$ cat config.mk
export PLATFORM = sky130hd
export DESIGN_NAME = apb_stdout_fifo_flat
export DESIGN_NICKNAME = d
export VERILOG_FILES = /design/src/rtl/apb_stdout_fifo_if.sv /design/src/rtl/apb_stdout_fifo.sv /design/src/flat_wrapper.sv
export SDC_FILE = /design/constraint.sdc
export NUM_CORES = 1
export LEC_CHECK = 0
export ABC_CLOCK_PERIOD_IN_PS = 3000
export CORE_MARGIN = 4
export CORE_UTILIZATION = 55
export CTS_CLUSTER_SIZE = 28
export DETAILED_ROUTE_END_ITERATION = 8
export GPL_TIMING_DRIVEN = 0
export PLACE_DENSITY = 0.75
export RECOVER_POWER = 50
export SKIP_LAST_GASP = 1
export SYNTH_ARGS = -nofsm -noshare
export SYNTH_HDL_FRONTEND = slang
export SYNTH_SLANG_ARGS = --single-unit
$ cat constraint.sdc
create_clock -name clk_i -period 3 [get_ports clk_i]
set_clock_uncertainty 0.1 [all_clocks]
set_input_delay 0.3 -clock clk_i [delete_from_list [all_inputs] [get_ports clk_i]]
set_output_delay 0.3 -clock clk_i [all_outputs]
set_load 0.02 [all_outputs]
$ cat src/rtl/apb_stdout_fifo_if.sv
// rtl/apb_stdout_fifo_if.sv - APB bus interface with slave and master views
interface APB_BUS #(
  parameter int ADDR_WIDTH = 32,
  parameter int DATA_WIDTH = 32
);
  logic [ADDR_WIDTH-1:0] paddr;
  logic [DATA_WIDTH-1:0] pwdata;
  logic                  pwrite;
  logic                  psel;
  logic                  penable;
  logic [DATA_WIDTH-1:0] prdata;
  logic                  pready;
  logic                  pslverr;

  modport Slave (
    input  paddr, pwdata, pwrite, psel, penable,
    output prdata, pready, pslverr
  );

  modport Master (
    output paddr, pwdata, pwrite, psel, penable,
    input  prdata, pready, pslverr
  );
endinterface

$ cat src/rtl/apb_stdout_fifo.sv
// rtl/apb_stdout_fifo.sv - APB stdout character FIFO with pop register and threshold irq
// Optional overflow counter at 0x810 enabled by APB_STDOUT_FIFO_OVF_CNT_EN.
module apb_stdout_fifo #(
  parameter int ADDR_WIDTH = 32,
  parameter int DATA_WIDTH = 32,
  parameter int DEPTH      = 64,
  parameter int N_CORES    = 8,
  parameter int N_CLUSTERS = 1
) (
  input  logic  clk_i,
  input  logic  rst_i,
  APB_BUS.Slave apb,
  output logic  irq_o
);
  localparam int AW = $clog2(DEPTH);
  localparam int LW = AW + 1;

  localparam logic [11:0] A_STATUS = 12'h800;
  localparam logic [11:0] A_POP    = 12'h804;
  localparam logic [11:0] A_CTRL   = 12'h808;
  localparam logic [11:0] A_CLEAR  = 12'h80C;
  localparam logic [11:0] A_OVF    = 12'h810;

  logic [15:0]   r_mem [DEPTH];
  logic [AW-1:0] r_wr_ptr;
  logic [AW-1:0] r_rd_ptr;
  logic [LW-1:0] r_level;
  logic          r_ovf;
  logic          r_irq_en;
  logic [7:0]    r_thr;
  logic          r_irq;

  logic [11:0]   w_off;
  logic          w_access;
  logic          w_src_ok;
  logic          w_empty;
  logic          w_full;
  logic          w_err;
  logic [31:0]   w_rdata;
  logic          w_push_sel;
  logic          w_pop_sel;
  logic          w_ctrl_wr;
  logic          w_clear_wr;
  logic          w_do_push;
  logic          w_do_drop;
  logic          w_do_pop;
  logic          w_flush;
  logic          w_clr_ovf;
  logic [LW-1:0] w_level_nxt;
  logic          w_en_nxt;
  logic [7:0]    w_thr_nxt;
  logic [31:0]   w_status;

  assign w_off    = apb.paddr[11:0];
  assign w_access = apb.psel & apb.penable;
  assign w_src_ok = ({1'b0, w_off[10:7]} < 5'(N_CLUSTERS)) &&
                    ({1'b0, w_off[6:3]}  < 5'(N_CORES));
  assign w_empty  = (r_level == '0);
  assign w_full   = (r_level == LW'(DEPTH));
  assign w_status = {13'd0, r_ovf, w_full, w_empty, 16'(r_level)};

`ifdef APB_STDOUT_FIFO_OVF_CNT_EN
  logic [15:0] r_ovf_cnt;
`endif

  always_comb begin
    w_err      = 1'b0;
    w_rdata    = '0;
    w_push_sel = 1'b0;
    w_pop_sel  = 1'b0;
    w_ctrl_wr  = 1'b0;
    w_clear_wr = 1'b0;
    if (!w_off[11]) begin
      if (apb.pwrite && w_src_ok) w_push_sel = 1'b1;
      else                        w_err      = 1'b1;
    end else begin
      case (w_off)
        A_STATUS: begin
          if (apb.pwrite) w_err   = 1'b1;
          else            w_rdata = w_status;
        end
        A_POP: begin
          if (apb.pwrite) w_err = 1'b1;
          else begin
            w_pop_sel = 1'b1;
            if (!w_empty) w_rdata = {1'b1, 15'd0, r_mem[r_rd_ptr]};
          end
        end
        A_CTRL: begin
          if (apb.pwrite) w_ctrl_wr = 1'b1;
          else            w_rdata   = {16'd0, r_thr, 7'd0, r_irq_en};
        end
        A_CLEAR: begin
          if (apb.pwrite) w_clear_wr = 1'b1;
          else            w_err      = 1'b1;
        end
`ifdef APB_STDOUT_FIFO_OVF_CNT_EN
        A_OVF: begin
          if (apb.pwrite) w_err   = 1'b1;
          else            w_rdata = {16'd0, r_ovf_cnt};
        end
`endif
        default: w_err = 1'b1;
      endcase
    end
  end

  assign apb.pready  = apb.psel;
  assign apb.pslverr = w_access & w_err;
  assign apb.prdata  = w_access ? w_rdata : '0;

  assign w_do_push = w_access & w_push_sel & ~w_full;
  assign w_do_drop = w_access & w_push_sel &  w_full;
  assign w_do_pop  = w_access & w_pop_sel  & ~w_empty;
  assign w_flush   = w_access & w_clear_wr & apb.pwdata[0];
  assign w_clr_ovf = w_access & w_clear_wr & apb.pwdata[1];

  // irq follows the post-access state so it changes in the cycle right after the access.
  always_comb begin
    w_level_nxt = r_level;
    if (w_flush)        w_level_nxt = '0;
    else if (w_do_push) w_level_nxt = r_level + LW'(1);
    else if (w_do_pop)  w_level_nxt = r_level - LW'(1);
    w_en_nxt  = (w_access & w_ctrl_wr) ? apb.pwdata[0]    : r_irq_en;
    w_thr_nxt = (w_access & w_ctrl_wr) ? apb.pwdata[15:8] : r_thr;
  end

  always_ff @(posedge clk_i) begin
    if (w_do_push) r_mem[r_wr_ptr] <= {w_off[10:3], apb.pwdata[7:0]};
  end

  always_ff @(posedge clk_i or posedge rst_i) begin
    if (rst_i) begin
      r_wr_ptr <= '0;
      r_rd_ptr <= '0;
      r_level  <= '0;
      r_ovf    <= 1'b0;
      r_irq_en <= 1'b0;
      r_thr    <= '0;
      r_irq    <= 1'b0;
    end else begin
      r_level  <= w_level_nxt;
      r_irq_en <= w_en_nxt;
      r_thr    <= w_thr_nxt;
      r_irq    <= w_en_nxt && (w_thr_nxt != '0) && (16'(w_level_nxt) >= 16'(w_thr_nxt));
      if (w_flush) begin
        r_wr_ptr <= '0;
        r_rd_ptr <= '0;
      end else begin
        if (w_do_push) r_wr_ptr <= r_wr_ptr + AW'(1);
        if (w_do_pop)  r_rd_ptr <= r_rd_ptr + AW'(1);
      end
      if (w_clr_ovf)      r_ovf <= 1'b0;
      else if (w_do_drop) r_ovf <= 1'b1;
    end
  end

`ifdef APB_STDOUT_FIFO_OVF_CNT_EN
  always_ff @(posedge clk_i or posedge rst_i) begin
    if (rst_i)                                r_ovf_cnt <= '0;
    else if (w_clr_ovf)                       r_ovf_cnt <= '0;
    else if (w_do_drop && r_ovf_cnt != '1)    r_ovf_cnt <= r_ovf_cnt + 16'd1;
  end
`endif

  assign irq_o = r_irq;
endmodule

$ cat src/flat_wrapper.sv
// flat-port wrapper written by rule: the top's interface ports become plain ports
module apb_stdout_fifo_flat 
#(
  parameter int ADDR_WIDTH = 32,
  parameter int DATA_WIDTH = 32,
  parameter int DEPTH      = 64,
  parameter int N_CORES    = 8,
  parameter int N_CLUSTERS = 1
)
  (clk_i, rst_i, irq_o, apb_paddr, apb_pwdata, apb_pwrite, apb_psel, apb_penable, apb_prdata, apb_pready, apb_pslverr);
  APB_BUS #(.ADDR_WIDTH(ADDR_WIDTH), .DATA_WIDTH(DATA_WIDTH)) apb_i ();
  input  logic clk_i;
  input  logic rst_i;
  output logic irq_o;
  input wire logic [$bits(apb_i.paddr)-1:0] apb_paddr;
  input wire logic [$bits(apb_i.pwdata)-1:0] apb_pwdata;
  input wire logic [$bits(apb_i.pwrite)-1:0] apb_pwrite;
  input wire logic [$bits(apb_i.psel)-1:0] apb_psel;
  input wire logic [$bits(apb_i.penable)-1:0] apb_penable;
  output wire logic [$bits(apb_i.prdata)-1:0] apb_prdata;
  output wire logic [$bits(apb_i.pready)-1:0] apb_pready;
  output wire logic [$bits(apb_i.pslverr)-1:0] apb_pslverr;
  assign apb_i.paddr = apb_paddr;
  assign apb_i.pwdata = apb_pwdata;
  assign apb_i.pwrite = apb_pwrite;
  assign apb_i.psel = apb_psel;
  assign apb_i.penable = apb_penable;
  assign apb_prdata = apb_i.prdata;
  assign apb_pready = apb_i.pready;
  assign apb_pslverr = apb_i.pslverr;
  apb_stdout_fifo #(.ADDR_WIDTH(ADDR_WIDTH), .DATA_WIDTH(DATA_WIDTH), .DEPTH(DEPTH), .N_CORES(N_CORES), .N_CLUSTERS(N_CLUSTERS)) u_core (.clk_i(clk_i), .rst_i(rst_i), .apb(apb_i), .irq_o(irq_o));
endmodule
Yosys cells after proc, flatten, opt, wreduce, memory -nomap -nowiden. Memory sizes are Yosys's and may differ from the RTL's. Cells that the tools add are included.

Bits in writable memories: 1024. Memories kept: 1. Flip-flop bits (word level): 30. Output and inout port bits: 35. Logic and storage cells: 76.

Memories: u_core.r_mem (depth 64, width 16, read ports 1, clocked after memory_dff 0, write ports 1, RTL line apb_stdout_fifo.sv:24) `logic [15:0] r_mem [DEPTH];`.

Eq/ne operators: 5. Add/sub/neg operators: 4. Bitwise logic cells: 13. Multiplexer cells: 33. Reductions and logical operators: 10. $lt $le $gt $ge: 3.

Operators by type and width (number): 32-bit two-way mux (4); 32-bit case mux with 3 select lines (1); 12-bit == test (second input constant) (4); 6-bit two-way mux (4); 7-bit two-way mux (3); 19-bit two-way mux (1); 1-bit two-way mux (17); 16-bit two-way mux (1); 6-bit by 1-bit adder with 6-bit output (second input constant) (2); 1-bit bitwise AND (11); 7-bit by 8-bit >= comparator with 1-bit output (1); 8-bit two-way mux (1); 8-bit nonzero test (1); 7-bit by 1-bit adder with 7-bit output (second input constant) (1); 7-bit == test (second input constant) (1); 7-bit logical NOT (1); 7-bit by 1-bit subtractor with 7-bit output (second input constant) (1); 2-bit nonzero test (3); 1-bit logical AND (4); 4-bit by 1-bit less-than comparator with 1-bit output (second input constant) (1); 4-bit less-than comparator (second input constant) (1); 1-bit case mux with 3 select lines (1); 1-bit inverter (2); 2-bit OR reduction (1).

Depth between registers and ports, before layout. Gate-level depths: netlist of run 1.

Word-level depth: 11. Depth in mapped cells: 16. Mapped depth without buffers: 16.

Least setup slack after synthesis of run 1. OpenSTA, ideal clock, no wires.

Path type: input to register. Start point: in apb_paddr[6]. End point: reg u_core.r_irq, in the netlist u_core.irq_o. Cell stages on the path: 13. Arrival: 3004 ps. Buffers on the path: 1. Slack: -227 ps. Cells stage by stage: or4_4 > nor3_2 > nand4_1 > buf_1 > mux2_2 > ha_1 > nand2b_1 > a21o_1 > a21o_1 > a21o_1 > a21oi_1 > o21ai_0 > o221a_2.

Elaborated cells on any way between the ends: 30.

RTL lines: start, declared (RTL line flat_wrapper.sv:15) `input wire logic [$bits(apb_i.paddr)-1:0] apb_paddr;`; 12-bit == test * (RTL line apb_stdout_fifo.sv:77) `case (w_off)`; 1-bit two-way mux * (RTL line apb_stdout_fifo.sv:77); 1-bit two-way mux * (RTL line apb_stdout_fifo.sv:73) `if (!w_off[11]) begin`; 1-bit bitwise AND * (RTL line apb_stdout_fifo.sv:125) `w_thr_nxt = (w_access & w_ctrl_wr) ? apb.pwdata[15:8] : r_thr;`; 8-bit two-way mux * (RTL line apb_stdout_fifo.sv:125); via u_core.w_thr_nxt[0] (RTL line apb_stdout_fifo.sv:51) `logic [7:0] w_thr_nxt;`; parallel branches: the longest is 2 deep, another holds 7-bit by 8-bit >= comparator with 1-bit output; 1-bit logical AND * (RTL line apb_stdout_fifo.sv:145) `r_irq <= w_en_nxt && (w_thr_nxt != '0) && (16'(w_level_nxt) >= 16'(w_thr_nxt));`; end signal, assigned (RTL line apb_stdout_fifo.sv:145); end, declared (RTL line apb_stdout_fifo.sv:31) `logic r_irq;`.

Mark *: on every way through the listed nets, which the timed path passes. A chain may end at the register's enable or synchronous reset.

Worst setup path in the final report of run 1.
Start point: reg u_core.r_rd_ptr[0]. End point: out apb_prdata[11].

Cells in the longest elaborated chain, start to end: 6.

RTL lines: start, declared (RTL line apb_stdout_fifo.sv:26) `logic [AW-1:0] r_rd_ptr;`; start signal, assigned (RTL line apb_stdout_fifo.sv:151) `if (w_do_pop) r_rd_ptr <= r_rd_ptr + AW'(1);`; memory read 64 x 16 bit; 32-bit two-way mux (RTL line apb_stdout_fifo.sv:86) `if (!w_empty) w_rdata = {1'b1, 15'd0, r_mem[r_rd_ptr]};`; 32-bit two-way mux (RTL line apb_stdout_fifo.sv:83) `if (apb.pwrite) w_err = 1'b1;`; 32-bit case mux with 3 select lines (RTL line apb_stdout_fifo.sv:77); 32-bit two-way mux (RTL line apb_stdout_fifo.sv:73); 32-bit two-way mux (RTL line apb_stdout_fifo.sv:110) `assign apb.prdata = w_access ? w_rdata : '0;`; end, declared (RTL line flat_wrapper.sv:20) `output wire logic [$bits(apb_i.prdata)-1:0] apb_prdata;`.

No other way between the ends.

==> results of run 1 <==
-- Yosys cell counts (3+ instances only) --
| master | n |
|---|---|
| buf_2 | 27 |
| nand3b_1 | 5 |
| mux2_2 | 5 |
| xor2_1 | 6 |
| and3_1 | 3 |
| a21o_1 | 4 |
| dfrtp_1 | 30 |
| a21oi_1 | 18 |
| nor3_1 | 8 |
| nand3_1 | 7 |
| nand4_1 | 6 |
| inv_1 | 15 |
| o21ai_1 | 15 |
| buf_6 | 10 |
| mux2i_1 | 37 |
| ha_1 | 12 |
| xnor2_1 | 9 |
| and2_1 | 7 |
| buf_1 | 15 |
| a221oi_1 | 20 |
| clkbuf_1 | 37 |
| or4_1 | 4 |
| nor2_1 | 99 |
| o21ai_0 | 9 |
| mux4_2 | 300 |
| buf_4 | 22 |
| a22o_1 | 7 |
| nand2b_1 | 8 |
| a22oi_1 | 4 |
| edfxtp_1 | 1024 |
| nand2_1 | 29 |
| o211ai_1 | 5 |
| or2_2 | 3 |
-- placed cells by master (no fill, tap or decap), drive strengths merged, types with 17 or more instances in the layout --
cell type,instances
a21oi,18
edfxtp,1024
a221oi,20
clkinv,39
buf,271
clkbuf,191
o21ai,24
nand2,29
dfrtp,30
nor2,99
inv,17
mux4,300
mux2i,37
clkdlybuf4s50,18
-- stage by stage --
| step | area [um^2] | hold slack, ns | TNS (ns) |
|---|---|---|---|
| after floorplan | 41300 | 0.291 | -38.58 |
| after global placement | 43100 | 0.410 | -3798.35 |
| after detailed placement | 44500 | 0.418 | -1210.09 |
| after CTS | 50400 | 0.00493 | -15.58 |
| after global routing | 50600 | 0.0541 | -28.85 |
| final | 50600 | 0.0579 | -31.05 |
-- worst max path at each step --
| stage | from | to | slack (ns) | cells past startpoint |
|---|---|---|---|---|
| after floorplan | apb_paddr[6] | u_core.r_mem[61][0] | -0.12 | 6 |
| after global placement | apb_paddr[6] | u_core.r_mem[21][3] | -3.90 | 7 |
| after detailed placement | u_core.r_rd_ptr[1] | apb_prdata[3] | -1.92 | 8 |
| after CTS | u_core.r_rd_ptr[0] | apb_prdata[12] | -0.93 | 10 |
| after global routing | u_core.r_rd_ptr[0] | apb_prdata[14] | -1.09 | 10 |
| final | u_core.r_rd_ptr[0] | apb_prdata[11] | -1.05 | 9 |
-- kinds of logic (layout without fill, tap and decap cells) --
family | after synthesis | after routing
flops | 1054 | 1054
simple gates | 198 | 198
xor+xnor | 15 | 15
compound gates | 97 | 97
mux | 343 | 343
fa+ha+maj | 12 | 12
other cells | 1 | 13
buf+inv | 128 | 567
-- per-layer routing --
metal,up-vias,wire (um),global-route usage
met5,-,53,0
met4,8,9560,0.186
met3,509,17900,0.104
met2,2203,58800,0.490
met1,11900,41700,0.420
li1,8548,-,-
-- power by group through the flow --
stage	combinational, uW	clock (uW)	sequential (uW)
after floorplan	94.4	0	16500
after global placement	367	0	16500
after detailed placement	434	0	16500
after CTS	487	12800	16100
after global routing	496	13600	16200
final	472	12900	16200
-- registers in the layout, indices dropped and copies added (netlist names) --
| register | count |
|---|---|
| u_core.r_thr | 8 |
| u_core.r_level | 7 |
| u_core.r_ovf | 1 |
| u_core.r_mem | 1024 |
| u_core.r_irq_en | 1 |
| u_core.irq_o | 1 |
| u_core.r_rd_ptr | 6 |
| u_core.r_wr_ptr | 6 |
-- critical path, cell delays in order, from the launching register on --
cell             delay, ns
dfrtp_2               0.42
buf_12                0.17
buf_16                0.19
buf_16                0.18
mux4_2                0.58
mux4_2                0.61
o21ai_2               0.20
nor2_1                0.07
a22o_1                0.25
clkdlybuf4s15_2       0.28
-- layout make-up --
cell class              count  area (um^2)  area share
repair buffers            261         3000      0.0592
clock inverters            56          581      0.0115
plain buffers             107         1310      0.0260
flip-flops and latches   1054        31500       0.623
well taps                 969         1210      0.0240
inverters                  17         72.6     0.00144
clock buffers             126         2720      0.0537
multi-input cells         677        10200       0.201
diodes                      1         2.50   0.0000495
-- timing repair --
action,CTS,global route
endpoints found under the hold margin,107,0
cloned,8,2
hold buffers,9,0
buffers inserted,80,37
resized for setup,445,70
endpoints found under the setup margin,1033,411
pin swaps,50,24
==> flow_metrics.tcl, run 1 <==
set metrics [dict create \
    status "finished with violations" \
    violations "max-capacitance violations, max-slew violations, negative setup slack" \
    rr_worst_depth 17 \
    pwr-share-comb 0.016 \
    preCtsSetupSlack_ns -1.92 \
    dp_hpwl_um 73800 \
    min_period_ns 4.05 \
    die_y_um 282 \
    ys_seq_elements 1054 \
    rsz0062_at_grt "yes" \
    die_w_um 282 \
    grt_pass1_vias 22800 \
    nNetsFinal 2300 \
    dp.cells 2959 \
    drive_gt1_frac 0.396 \
    syn_to_final_growth_pct 22.5 \
    tightest_slew_ns 2.83 \
    synth_edf_count 1024 \
    floorplan.initialDensity 0.554 \
    synthAdderAreaFrac 0.00364 \
    maxSlewViolCount 456 \
    internal-power_uw 23600 \
    clock_latency_ns 0.67 \
    hold_class "primary input to register" \
    viasPerCell 7.10 \
    dieArea_mm2 0.0795 \
    crit_arrival_ns 3.65 \
    yosys_warnings 0 \
    path_class "register to output port" \
    cts.sinks 1054 \
    htreeDepth 3 \
    fin_cells 3268 \
    cts.clk_slew.worst_paths_ns 0.06 \
    sw_frac_of_total 0.199 \
    slew_headroom -0.885 \
    final-setup-viol-count 297 \
    r2r-start "u_core.r_level[0]" \
    synth_top_area_share 0.745 \
    ant_nets 0 \
    end_kind "output port" \
    syn_area_per_cell_um2 22.3 \
    io_pins 104 \
    required_ns 2.60 \
    grt_pass1_wl_um 176000 \
    r2r_end "u_core.irq_o" \
    synthArstFlopShare 0.0285 \
    grt_max_degree 65 \
    drt_first_pass_iters 6 \
    utilization 0.679 \
    via_count 23200 \
    synthSimpleGateAreaFrac 0.0232 \
    coreArea_mm2 0.0744 \
    clockPowerShare 0.436 \
    period_share 1.35 \
    root_buffer "clkbuf_16" \
    fill_cells 4209 \
    vdd_drop_max_v 0.000512 \
    antenna_found_initial 8 \
    grt.total_usage 0.324 \
    overflow 0 \
    synth_cell_types 60 \
    synth_xor_area_frac 0.00318 \
    yosysTopAreaCell "edfxtp_1" \
    io_buffers 55 \
    cellLeakagePower_uw 0.0159 \
    cap_violations 12 \
    synth_cells 1848 \
    routedWlPerCell_um 39.2 \
    p_seq_frac 0.548 \
    synth_top_cells_by_area "edfxtp_1, mux4_2, dfrtp_1, nor2_1, mux2i_1" \
    cts_made_buffers 101 \
    power_density_mw_per_mm2 583 \
    worstHoldEndpoint "u_core.r_mem[61][14]" \
    drtIter0Drc 3684 \
    muxShareOfSynthArea 0.174 \
    rows 100 \
    hold_viol_final 0 \
    power.switching_uw 5860 \
    crit_fanout 10 \
    start_kind "register" \
    worst_slack_ns -1.05 \
    fmax_mhz 247 \
    synth_compound_area_frac 0.0161 \
    synth_seq_area_share 0.763 \
    synth_flop_cell "edfxtp_1" \
    synth.cell_area_mm2 0.0413 \
    clockBufferDepth 3 \
    drcViolationCount 0 \
    min_from "apb_paddr[9]" \
    gp_congestion 1.02 \
    routed_wl_um 128000 \
    synth_top_family_by_area "multiplexers" \
    power_uw 29500 \
    min_path_cells 2 \
    cts_tree "done" \
    ff2ff_setup_slack_ns -0.20 \
]
(Power assumes the default switching activity.)
==> inputs of run 2 (changes only) <==
Settings changed: MAX_ROUTING_LAYER set to met4.
==> run 2 against run 1 <==
Against the previous run:
- the flow still finishes with violations (max-capacitance violations, max-slew violations, negative setup slack)
- first-iteration DRC count rose by 11%
- clock power shrank 4%
- via count is 0.46% higher
- core utilization down 0.13 points
- sequential cell count unchanged
- routed wire length up 0.85%
- critical path type unchanged
- largest cell class unchanged
- largest power group unchanged
- highest routed layer is now met4
==> flow_metrics.tcl, run 2 (synthesis gave the netlist of run 1 again) <==
set metrics [dict create \
    status "finished with violations" \
    violations "max-capacitance violations, max-slew violations, negative setup slack" \
    crit_fanout 10 \
    overflow 0 \
    rows 100 \
    ff2ff_setup_slack_ns -0.21 \
    fill_cells 4210 \
    coreArea_mm2 0.0744 \
    drive_gt1_frac 0.395 \
    cts_made_buffers 100 \
    required_ns 2.60 \
    rsz0062_at_grt "yes" \
    r2r_end "u_core.irq_o" \
    io_buffers 55 \
    layout_common_cells "edfxtp_1, mux4_2, buf_4" \
    grt_max_degree 65 \
    fin_cells 3268 \
    preCtsSetupSlack_ns -1.92 \
    grt_pass1_wl_um 173000 \
    cp-endpoint "apb_prdata[14]" \
    internal-power_uw 23200 \
    cts.clk_slew.worst_paths_ns 0.07 \
    sw_frac_of_total 0.204 \
    cap_violations 10 \
    cp_num_buf_inv 5 \
    routedWlPerCell_um 39.5 \
    root_buffer "clkbuf_16" \
    htreeDepth 3 \
    gp_congestion 1.08 \
    cpPeakStageDelay_ns 0.60 \
    crit_cells 9 \
    cp_cell_sequence "buf_8, buf_6, buf_8, buf_12, mux4_2, mux4_2, o211ai_1, nand2_1, buf_6" \
    routed_wl_um 129000 \
    crit_slowest_cell "mux4_2" \
    r2r-start "u_core.r_level[0]" \
    crit_arrival_ns 3.74 \
    dp_hpwl_um 73900 \
    clock_latency_ns 0.69 \
    clockBufferDepth 3 \
    grt.total_usage 0.325 \
    startpoint "u_core.r_rd_ptr[1]" \
    syn_to_final_growth_pct 22.3 \
    p_seq_frac 0.555 \
    rr_worst_depth 16 \
    path_class "register to output port" \
    pwr-share-comb 0.017 \
    power.switching_uw 5930 \
    grt_pass1_vias 22600 \
    cts_tree "done" \
    clockPowerShare 0.427 \
    hold_class "primary input to register" \
    floorplan.initialDensity 0.554 \
    tightest_slew_ns 2.27 \
    via_count 23300 \
    dp.cells 2959 \
    fmax_mhz 242 \
    io_pins 104 \
    die_w_um 282 \
    worst_slack_ns -1.14 \
    min_period_ns 4.14 \
    drcViolationCount 0 \
    ant_nets 0 \
    power_density_mw_per_mm2 576 \
    path_delay_family "buffers and inverters" \
    antenna_found_initial 3 \
    cts.sinks 1054 \
    final_common_cell "edfxtp_1" \
    vdd_drop_max_v 0.000531 \
    drt_first_pass_iters 8 \
    maxSlewViolCount 353 \
    period_share 1.38 \
    hold_viol_final 0 \
    nNetsFinal 2300 \
    top_register "u_core.r_mem" \
    largest_registers "u_core.r_mem (1024), u_core.r_thr (8), u_core.r_level (7)" \
    final-setup-viol-count 1049 \
    end_kind "output port" \
    viasPerCell 7.13 \
    cellLeakagePower_uw 0.0159 \
    start_kind "register" \
    drtIter0Drc 4101 \
    largest_reg_flops 1024 \
    slew_headroom -0.513 \
    dieArea_mm2 0.0795 \
    die_y_um 282 \
]
run 2: changes by cell type in the layout (fill, tap and decap cells not counted), moves of 4 or more:
cell       change
nor2_4         -7
clkbuf_16      -5
nor2_2         +7
buf_16         -5
buf_12         +9
buf_8          +5
buf_6          +9
bufinv_16      -4
run 2: area by class of cell:
class / count / area, um^2 / share of cell area
repair buffers: 263 / 3090 / 0.0613
plain buffers: 106 / 1280 / 0.0253
multi-input cells: 677 / 10200 / 0.202
clock inverters: 52 / 465 / 0.00922
inverters: 17 / 70.1 / 0.00139
diodes: 1 / 2.50 / 0.0000496
clock buffers: 129 / 2660 / 0.0528
flip-flops and latches: 1054 / 31500 / 0.624
well taps: 969 / 1210 / 0.0240
run 2: how the worst min path moves through the flow:
stage / start / end / depth (start not counted) / slack, ns
floorplan: rst_i / u_core.irq_o / 1 / 0.29
global placement: u_core.r_thr[7] / u_core.r_thr[7] / 1 / 0.41
detailed placement: u_core.r_thr[7] / u_core.r_thr[7] / 1 / 0.42
CTS: apb_pwdata[1] / u_core.r_mem[39][1] / 1 / 0.003
global route: apb_paddr[9] / u_core.r_mem[63][14] / 2 / 0.08
finish: apb_paddr[9] / u_core.r_mem[20][14] / 2 / 0.07
run 2: worst reg2reg max path, cell delays in order, from the launching register on:
cell and delay (ns):
dfrtp_2 0.38, inv_2 0.06, ha_4 0.14, nor2b_4 0.12
nand3b_1 0.12, nand4_1 0.28, buf_8 0.26, buf_6 0.12
o22a_1 0.22, a21oi_2 0.21, ha_1 0.27, a21o_1 0.17
a21o_1 0.16, a21o_1 0.16, a21oi_2 0.12, o21ai_1 0.08
o221a_2 0.13
run 2: repair_timing:
action | in CTS | in global routing
setup endpoints to repair | 1020 | 1050
buffers inserted | 83 | 39
hold buffers | 7 | 1
hold endpoints to repair | 95 | 44
pin swaps | 41 | 23
gates resized for setup | 438 | 95
gates cloned | 3 | 1
run 2: routing by layer:
| metal | routed length, um | GRT usage | vias up | part of all wire |
|---|---|---|---|---|
| met5 | 0 | - | - | 0 |
| met4 | 9120 | 0.156 | 0 | 0.071 |
| li1 | - | - | 8535 | - |
| met3 | 18200 | 0.0831 | 578 | 0.14 |
| met1 | 41300 | 0.419 | 11900 | 0.32 |
| met2 | 60400 | 0.492 | 2323 | 0.47 |
run 2: stage by stage:
stage	setup TNS, ns	total power, uW	util	hold slack, ns	instance area (um^2)
CTS	-417.89	28900	0.670	0.00310	49900
detailed placement	-1227.43	16900	0.597	0.423	44500
finish	-445.71	29100	0.678	0.0738	50500
floorplan	-38.58	16600	-	0.291	41300
global route	-453.30	29700	0.678	0.0752	50500
global placement	-3775.79	16900	0.579	0.411	43100
run 2: power groups by stage:
| stage | Clock [uW] | Combinational [uW] | Sequential, uW |
|---|---|---|---|
| floorplan | 0 | 94.4 | 16500 |
| global placement | 0 | 367 | 16500 |
| detailed placement | 0 | 435 | 16500 |
| CTS | 12300 | 482 | 16100 |
| global route | 13100 | 519 | 16100 |
| finish | 12400 | 496 | 16200 |
